[config.mk]
export PLATFORM = sky130hd
export DESIGN_NAME = mux_tree_pipelined
export DESIGN_NICKNAME = d
export VERILOG_FILES = /design/src/rtl/mux_tree_pkg.sv /design/src/rtl/mux_tree_level.sv /design/src/rtl/mux_tree_pipelined.sv
export SDC_FILE = /design/constraint.sdc
export NUM_CORES = 1
export LEC_CHECK = 0
export CAP_MARGIN = 20
export CORE_UTILIZATION = 43
export CTS_CLUSTER_SIZE = 28
export DETAILED_ROUTE_END_ITERATION = 8
export HOLD_SLACK_MARGIN = 0.08
export PLACE_DENSITY = 0.76
export SKIP_LAST_GASP = 1
export SYNTH_ARGS = -nofsm -noshare
export SYNTH_HDL_FRONTEND = slang
export SYNTH_HIERARCHICAL = 1
export SYNTH_SLANG_ARGS = --single-unit
[constraint.sdc]
create_clock -name clk -period 1.2 [get_ports clk]
set_input_delay 0.24 -clock clk [delete_from_list [all_inputs] [get_ports clk]]
set_output_delay 0.24 -clock clk [all_outputs]
set_load 0.05 [all_outputs]
[src/rtl/mux_tree_pkg.sv]
// ============================================================================
// Module   : mux_tree_pkg
// Purpose  : Shared sizing helpers and lane-slicing macro for the mux tree.
// Revision : 1.0
// ============================================================================
`default_nettype none

package mux_tree_pkg;

    function automatic int clog2(input int value);
        int result;
        int v;
        result = 0;
        v      = value - 1;
        while (v > 0) begin
            result++;
            v = v >> 1;
        end
        return result;
    endfunction

    function automatic int levels(input int num_in);
        return clog2(num_in);
    endfunction

    // All levels share one flat lane bus: raw inputs first, then each level's outputs.
    function automatic int lane_base(input int num_in, input int level);
        return 2 * num_in - 2 * (num_in >> level);
    endfunction

endpackage

`ifndef MUX_TREE_LANE
`define MUX_TREE_LANE(bus, k, w) bus[(k)*(w) +: (w)]
`endif

`default_nettype wire

[src/rtl/mux_tree_level.sv]
// ============================================================================
// Module   : mux_tree_level
// Purpose  : One registered 2:1 level of the mux tree with hold-on-stall.
// Revision : 1.0
// ============================================================================
`default_nettype none

module mux_tree_level #(
    parameter int LANES_IN = 2,
    parameter int WIDTH    = 8,
    parameter int SEL_W    = 1
) (
    input  logic                              clk,
    input  logic                              rst,
    input  logic                              en_i,
    input  logic                              valid_i,
    input  logic                              pair_sel_i,
    input  logic [LANES_IN*WIDTH-1:0]         lanes_i,
    input  logic [SEL_W-1:0]                  sel_i,
    output logic [(LANES_IN/2)*WIDTH-1:0]     lanes_o,
    output logic [SEL_W-1:0]                  sel_o,
    output logic                              valid_o
);

    localparam int LANES_OUT = LANES_IN / 2;

    logic [LANES_OUT*WIDTH-1:0] lanes_d;
    logic [LANES_OUT*WIDTH-1:0] lanes_q;
    logic [SEL_W-1:0]           sel_q;
    logic                       valid_q;

    always_comb begin
        lanes_d = '0;
        for (int k = 0; k < LANES_OUT; k++) begin
            `MUX_TREE_LANE(lanes_d, k, WIDTH) = pair_sel_i ? `MUX_TREE_LANE(lanes_i, 2*k+1, WIDTH)
                                                           : `MUX_TREE_LANE(lanes_i, 2*k, WIDTH);
        end
    end

    always_ff @(posedge clk) begin
        if (rst) begin
            lanes_q <= '0;
            sel_q   <= '0;
            valid_q <= 1'b0;
        end else if (en_i) begin
            lanes_q <= lanes_d;
            sel_q   <= sel_i;
            valid_q <= valid_i;
        end
    end

    assign lanes_o = lanes_q;
    assign sel_o   = sel_q;
    assign valid_o = valid_q;

endmodule

`default_nettype wire

[src/rtl/mux_tree_pipelined.sv]
// ============================================================================
// Module   : mux_tree_pipelined
// Purpose  : Pipelined N:1 mux tree with valid/ready and bubble collapsing.
//            Define MUX_TREE_PARITY_EN to add the out_parity output.
// Revision : 1.0
// ============================================================================
`default_nettype none

module mux_tree_pipelined
    import mux_tree_pkg::*;
#(
    parameter int   NUM_IN = 8,
    parameter int   WIDTH  = 8,
    localparam int  SEL_W  = clog2(NUM_IN)
) (
    input  logic                     clk,
    input  logic                     rst,
    input  logic [NUM_IN*WIDTH-1:0]  in_data,
    input  logic [SEL_W-1:0]         in_sel,
    input  logic                     in_valid,
    output logic                     in_ready,
    output logic [WIDTH-1:0]         out_data,
    output logic [SEL_W-1:0]         out_sel,
    output logic                     out_valid,
`ifdef MUX_TREE_PARITY_EN
    output logic                     out_parity,
`endif
    input  logic                     out_ready
);

    localparam int LEVELS      = levels(NUM_IN);
    localparam int TOTAL_LANES = 2 * NUM_IN - 1;

    logic [TOTAL_LANES*WIDTH-1:0] w_stage_data;
    logic [SEL_W-1:0]             w_stage_sel [0:LEVELS];
    logic [LEVELS:0]              w_stage_valid;
    logic [LEVELS:0]              w_en;

    assign w_stage_data[NUM_IN*WIDTH-1:0] = in_data;
    assign w_stage_sel[0]                 = in_sel;
    assign w_stage_valid[0]               = in_valid;

    // A level may load when it is empty or its contents move on this edge.
    always_comb begin
        w_en[LEVELS] = out_ready;
        for (int l = LEVELS - 1; l >= 0; l--) begin
            w_en[l] = !w_stage_valid[l+1] || w_en[l+1];
        end
    end

    assign in_ready = w_en[0];

    for (genvar l = 0; l < LEVELS; l++) begin : g_level
        localparam int LANES_IN = NUM_IN >> l;
        localparam int IN_LO    = lane_base(NUM_IN, l) * WIDTH;
        localparam int OUT_LO   = lane_base(NUM_IN, l + 1) * WIDTH;

        mux_tree_level #(
            .LANES_IN (LANES_IN),
            .WIDTH    (WIDTH),
            .SEL_W    (SEL_W)
        ) u_level (
            .clk        (clk),
            .rst        (rst),
            .en_i       (w_en[l]),
            .valid_i    (w_stage_valid[l]),
            .pair_sel_i (w_stage_sel[l][l]),
            .lanes_i    (w_stage_data[IN_LO +: LANES_IN*WIDTH]),
            .sel_i      (w_stage_sel[l]),
            .lanes_o    (w_stage_data[OUT_LO +: (LANES_IN/2)*WIDTH]),
            .sel_o      (w_stage_sel[l+1]),
            .valid_o    (w_stage_valid[l+1])
        );
    end

    assign out_data  = w_stage_data[(TOTAL_LANES-1)*WIDTH +: WIDTH];
    assign out_sel   = w_stage_sel[LEVELS];
    assign out_valid = w_stage_valid[LEVELS];

`ifdef MUX_TREE_PARITY_EN
    localparam int LAST_LO = lane_base(NUM_IN, LEVELS - 1) * WIDTH;

    logic [WIDTH-1:0] w_last_pick;
    logic             parity_d;
    logic             parity_q;

    // Parity of the final level's selection, registered alongside out_data.
    assign w_last_pick = w_stage_sel[LEVELS-1][LEVELS-1] ? w_stage_data[LAST_LO+WIDTH +: WIDTH]
                                                         : w_stage_data[LAST_LO +: WIDTH];
    assign parity_d    = ^w_last_pick;

    always_ff @(posedge clk) begin
        if (rst) begin
            parity_q <= 1'b0;
        end else if (w_en[LEVELS-1]) begin
            parity_q <= parity_d;
        end
    end

    assign out_parity = parity_q;
`endif

endmodule

`default_nettype wire
==> impl_summary.md <==
Setup path
On the critical path, the stage with the largest delay is an instance of sky130_fd_sc_hd__dfxtp_4. Data arrives at the worst endpoint at 1670 ps. The critical path start-end classification is reg -> reg. STA classifies the critical path endpoint as a flip-flop. The worst setup path is launched from a flip-flop.

In this run the worst path has a maximum fanout of 10. Data on the critical path is required at its endpoint by 1460 ps. The largest stage delay on the critical path is 350 ps. Among the stages of the critical path, the cell type that occurs most often is sky130_fd_sc_hd__buf_12. The critical path goes through nand4b_1, buf_4, buf_12, buf_12, buf_16, a211oi_2.

Finish
The final layout net count is 469. The top cell types in the final layout, fill and taps aside, are 67 x sky130_fd_sc_hd__mux2i_1, 67 x sky130_fd_sc_hd__clkdlybuf4s50_1, 65 x sky130_fd_sc_hd__dfxtp_1. Once layout is done, the placed cells without fillers occupy 4870 sq um. The share of the core filled with cells is 0.750. The filler-free cell count of the finished design is 480. The total of fill cells in the finished design is 433. The area growth from synthesis to layout is 65.0%. In the final layout, the share of cells above drive strength 1 is 0.328. The antenna diode instance count is 0.

Logic synthesis
The area of the mapped netlist is 2950 sq um. The number of different library cells used by synthesis comes to 14. For this run, the number of Yosys warnings is 6. The synthesized design spends more area on one cell type than any other, namely sky130_fd_sc_hd__dfxtp_1.

The synthesized net count is 362. The mean instance size in the synthesized netlist is 10.1 sq um. The share of Yosys cell area claimed by the top area cell type is 0.461. The instance count of the mapped netlist is 291. Counting flops and latches in the post-synthesis netlist gives 68.

The post-synthesis sequential area ratio is 0.461. In the post-synthesis netlist, the biggest area contributors are sky130_fd_sc_hd__dfxtp_1 46%, sky130_fd_sc_hd__mux2i_1 23%, sky130_fd_sc_hd__a211oi_1 14%.

Global route
The via count of the first global-routing pass is 2,577. The first global-routing pass estimated 12,400 microns of wire. The number of antenna violations at the first check in global routing is 0. Entering global routing, the biggest net connects 37 pins. The global route total overflow is 0.

The aggregate global-route resource usage is 0.225.

Flow run
Max-cap violations in this run came to 0.

Outcome
The flow ran to the end, but the final reports show violations. The checks that failed: design-rule violations, negative setup slack.

Floorplanning
The total I/O pin count is 84. The floorplan die area is 7200 sq um. The area inside the core boundary is 6490 sq um. The die boundary height is 84.9 microns. The initial utilization of the core area, before any placement, comes to 0.454. From left edge to right edge, the die measures 84.9 microns. The number of rows in the core area is 29.

Timing
In the final timing run, aggregate negative setup slack is -6340 ps. The post-layout worst setup margin is -212 ps. The total setup violations reported at the end of the flow is 56. On the final layout, the worst clock skew is 8.51 ps. Setup repair after global routing could not meet its margin everywhere. The max-slew violation count is 0. The number of endpoints with negative hold slack in the final report is 0. In the finished design, the share of the clock period the worst path needs comes to 1.18. The slew at the pin closest to its max-slew limit is 359 ps.

Static timing analysis puts the maximum clock frequency at 708 MHz. The time the final worst path needs with I/O delays and setup is 1410 ps. The max-slew headroom at the worst pin is 0.754.

Pwr
The static leakage is 0.00201 uW. Internal power comes to 3820 uW. In this run the power density over the cells is 1050 nW/um^2. Of the total power, registers draw 0.487. The share of total power in combinational logic is 0.159.

The switching power as a share of total power is 0.253. Of the total power, the clock network draws 0.354. The total net switching power is 1300 uW. The worst-case IR drop observed on VDD is 557 uV.

Clock network
The later pin in the worst-skew pair is clocked with a latency of 350 ps. The buffer type at the clock tree root is sky130_fd_sc_hd__clkbuf_8. The clock buffer count from CTS is 9. For this design, the CTS-stage hold fixing added 0 buffers. The number of buffers on the longest clock path is 2. After clock tree synthesis, the clock-pin slew on the worst setup and hold paths is 70 ps.

The clock tree from TritonCTS is built. The clock tree synthesis step divided the H-tree into 3 levels. For this design, the sink count on the clock tree is 68.

Drt
The number of remaining DRC errors is 4. The first detailed-routing pass took 7 iterations. After detailed routing, the met2 layer carries 4230 microns of wire.

The highest layer touched by signal routing is met4. Detailed routing inserted a total of 2,605 vias. The detailed-route wire length is 8510 microns. In the final routed layout, each cell accounts on average for 17.7 microns.

The remaining antenna violation count after routing is 0. The number of violations reported at the end of detailed-routing iteration 0 is 138. The sum of routed wire segments on met1 is 3520 microns.

The sum of met3 wire segment lengths after detailed routing is 524 microns. After detailed routing, the number of vias per cell comes to 5.43.

Placed design
The placer's final routability congestion estimate is 0.706. The number of buffers inserted by port buffering is 83. The instance area after placement is 4190 sq um. Detailed placement ended at an HPWL of 4700 microns. The worst setup timing slack at the placement stage is -455 ps. The instance count after placement with tap cells included is 449.

Worst hold path
The type of the tightest min-delay check is in -> reg.
[critical path: cells and delay by family, from the launching register on]
kind,cells,cell delay (ps)
flops,1,350
buf+inv,4,620
compound gates,1,200
simple gates,1,150
[cells by family (layout without fill, tap and decap cells)]
family / count (synthesis) / in the layout / share of synthesized area
AND/OR/NAND/NOR: 71 / 71 / 0.0941
flip-flops: 68 / 68 / 0.461
buffers and inverters: 28 / 140 / 0.0716
multiplexers: 68 / 68 / 0.231
AO/OA/AOI/OAI: 56 / 56 / 0.142
[power by group through the flow]
stage / logic, uW / clock network, uW / registers, uW
after floorplan: 342 / 0 / 2550
after global placement: 751 / 0 / 2510
after detailed placement: 762 / 0 / 2520
after CTS: 778 / 1790 / 2480
after global routing: 861 / 1920 / 2500
final: 814 / 1810 / 2490
[cells in the mapped netlist (all sizes together)]
| cell type | instances |
|---|---|
| a211oi | 56 |
| buf | 22 |
| clkbuf | 6 |
| dfxtp | 68 |
| mux2i | 68 |
| nand2b | 1 |
| nand3b | 1 |
| nand4b | 1 |
| nor2 | 68 |
[worst paths after layout]
path | endpoint | from | cells past startpoint | slack, ps
min reg2reg | g_level[1].u_level/lanes_o[11] | g_level[1].u_level/lanes_o[11] | 2 | 480
max reg2reg | g_level[0].u_level/lanes_o[4] | g_level[2].u_level/valid_o | 6 | -210
min | g_level[0].u_level/lanes_o[23] | rst | 2 | 270
max | g_level[0].u_level/lanes_o[4] | g_level[2].u_level/valid_o | 6 | -210
[routing by layer]
layer  vias up  GRT usage
li1       1265          -
met1      1211      0.279
met2       106      0.377
met3        23     0.0486
met4         0      0.100
met5         -          0
[flip-flops by register name (all words and copies together) (netlist names)]
signal and count:
g_level.u_level/sel_o 9, g_level.u_level/valid_o 3, g_level.u_level/lanes_o 56
[area by class of cell]
class	instances	area (sq um)	area share
flip-flops and latches	68	1370	0.281
well taps	77	96.3	0.0198
clock buffers	11	131	0.0270
multi-input cells	195	1670	0.343
repair buffers	124	1550	0.319
clock inverters	5	51.3	0.0105
[through the flow]
stage / hold WS (ps) / total power (uW)
CTS: 254 / 5050
detailed placement: 479 / 3280
global placement: 474 / 3260
finish: 269 / 5120
floorplan: 313 / 2890
global route: 279 / 5280
[what timing repair did]
| item | 4_1_cts | 5_1_grt |
|---|---|---|
| gates resized for setup | 36 | 31 |
| setup buffers | 6 | 2 |
| setup endpoints to repair | 41 | 57 |
| pin swaps | 5 | 15 |
| gates cloned | 5 | 3 |
(Power assumes the default switching activity.)
==> RTL edit (same settings) <==
`WIDTH` is set to 8 in 2 places; all go to 6.
--- a/src/rtl/mux_tree_level.sv
+++ b/src/rtl/mux_tree_level.sv
@@ -7,7 +7,7 @@
 
 module mux_tree_level #(
     parameter int LANES_IN = 2,
-    parameter int WIDTH    = 8,
+    parameter int WIDTH    = 6,
     parameter int SEL_W    = 1
 ) (
     input  logic                              clk,
--- a/src/rtl/mux_tree_pipelined.sv
+++ b/src/rtl/mux_tree_pipelined.sv
@@ -10,7 +10,7 @@
     import mux_tree_pkg::*;
 #(
     parameter int   NUM_IN = 8,
-    parameter int   WIDTH  = 8,
+    parameter int   WIDTH  = 6,
     localparam int  SEL_W  = clog2(NUM_IN)
 ) (
     input  logic                     clk,
Interface: changed (resized in_data and out_data); port bits go from 84 to 66. No check against the original RTL was run, so the function may have changed too.
==> RTL edit against the original RTL <==
The run ends with negative setup slack left. Total power fell by 28%. Sequential cell count fell by 14. Global-route usage rose by 0.41 points. Final area fell by 19%. Synthesized area fell by 21%. Core utilization rose by 2.0 points. Maximum frequency fell by 2.0%. Worst setup slack got worse by 28 ps. Routed wire length fell by 11%.
==> RTL edit: results (changes against the original RTL) <==
number of nets in the layout=360 (-23%); status=complete, but fails checks; final routed wirelength across all metal layers=7.59 mm (-11%); IO buf count=65 (-22%); vias per std cell=5.75 (+6.0%); number of instances on the worst hold path=3 (+1); Post-Synthesis Net Count=284 (-22%); total global-route track usage=0.229 (+0.00411); worst reg2reg endpoint=g_level[0].u_level/sel_o[1]; Post-DP HPWL=3.12 mm (-34%); DRC violations left=0 (-4); Placed Area=3160 um^2 (-24%); pin count of the biggest net entering global routing=55 (+49%); final weighted congestion of routability-driven global placement=0.678 (-4.1%); number of global-route vias before repair=1964 (-24%); Place WS=-365 ps (+89.3 ps); number of fillers in the final layout=338 (-22%); Synth Area in Compound Gates=0.136 (-0.00673); Leak=1.57 nW (-22%); switching part of the total power=0.266 (+0.0130); number of detailed-routing iterations run before antenna repair=4 (-3); Worst-Margin Slew=329 ps (-29.2 ps); CTS H-tree lvls=2 (-1); TNS Setup=-2660 ps (+3680 ps); Peak VDD IR=563 uV (+1.2%); most common library cells after synthesis=54 x sky130_fd_sc_hd__dfxtp_1, 54 x sky130_fd_sc_hd__mux2i_1, 54 x sky130_fd_sc_hd__nor2_1, 42 x sky130_fd_sc_hd__a211oi_1; violations in the final reports=negative setup slack; Layout Skew=5.72 ps (-2.79 ps); worst setup slack after layout=-240 ps (-28.3 ps); Starting DRT DRC Count=105 (-24%); library cells used by synthesis=15 (+1); number of buffers created by CTS=5 (-4); maximum net fanout on the critical path=8 (-2); worst skew pair latency=310 ps (-40 ps); mux share of post-synthesis cell area=0.233 (+0.00203); final count of negative-setup-slack endpoints=40 (-29%); Hold Crit Endpoint=g_level[2].u_level/sel_o[2]; largest cells by area after synthesis=sky130_fd_sc_hd__dfxtp_1 47%, sky130_fd_sc_hd__mux2i_1 23%, sky130_fd_sc_hd__a211oi_1 14%; clock-pin transition on the worst setup and hold timing paths=90 ps (+20 ps); layout cell share with drive strength beyond 1=0.374 (+0.0462); flip-flop count of the largest register after layout=42 (-25%); sequential fraction of the synthesis area=0.465 (+0.00405)
## RTL edit: changes by cell type in the layout (fill, tap and decap cells not counted), sizes merged, moves of 14 or more
cell,delta
a211oi,-14
dfxtp,-14
clkdlybuf4s50,-15
nor2,-14
mux2i,-14
buf,-18
## RTL edit: power groups by stage
| stage | clock network [mW] | logic, mW | registers (mW) |
|---|---|---|---|
| 5_1_grt | 1.06 | 0.703 | 2.01 |
| 3_3_place_gp | 0 | 0.544 | 1.99 |
| 6_report | 0.989 | 0.669 | 2.00 |
| 3_5_place_dp | 0 | 0.555 | 2.00 |
| 4_1_cts | 0.960 | 0.588 | 1.97 |
| 2_1_floorplan | 0 | 0.239 | 2.03 |
## RTL edit: cell families (layout without fill, tap and decap cells)
family,Yosys count,count (layout)
AO/OA/AOI/OAI,42,42
buffers and inverters,22,98
flip-flops,54,54
multiplexers,54,54
AND/OR/NAND/NOR,57,57
## RTL edit: layer usage
layer  vias up  global-route usage  wire length [um]
met5         -                   0                 0
met3        19              0.0595               457
met4         0               0.105               197
met1      1063               0.275              3040
met2       106               0.386              3890
li1        970                   -                 -
## RTL edit: through the flow
step	utilization	hold slack, ps	std cells
after floorplan	-	387	229
after global placement	0.615	474	351
after detailed placement	0.615	476	351
after CTS	0.707	386	370
after global routing	0.770	412	375
final	0.770	409	375
## RTL edit: timing repair
item / CTS / global route
gates cloned: 6 / 4
pin swaps: 8 / 52
setup endpoints to repair: 28 / 46
gates resized for setup: 54 / 56
setup buffers: 6 / 3
## RTL edit: worst max path at each step
stage | cells after the start | slack (ps) | end
floorplan | 5 | -580 | g_level[0].u_level/lanes_o[10]
global placement | 5 | -320 | g_level[0].u_level/sel_o[1]
detailed placement | 5 | -370 | g_level[0].u_level/lanes_o[18]
CTS | 3 | -130 | in_ready
global route | 6 | -310 | g_level[0].u_level/sel_o[1]
finish | 6 | -240 | g_level[0].u_level/sel_o[1]
## RTL edit: area by class of cell
cell class,instances,area (um^2),area share
clock buffer,7,76.3,0.0193
timing repair buffer,91,1220,0.308
tap,70,87.6,0.0221
multi-input combinational,153,1490,0.376
sequential,54,1090,0.275
## RTL edit: worst max-delay path, stage by stage, from the launching register on
cell                       delay (ps)
sky130_fd_sc_hd__dfxtp_4          350
sky130_fd_sc_hd__nand4b_1         120
sky130_fd_sc_hd__buf_4            140
sky130_fd_sc_hd__buf_12           170
sky130_fd_sc_hd__buf_12           170
sky130_fd_sc_hd__mux2i_1          260
sky130_fd_sc_hd__nor2_1            90
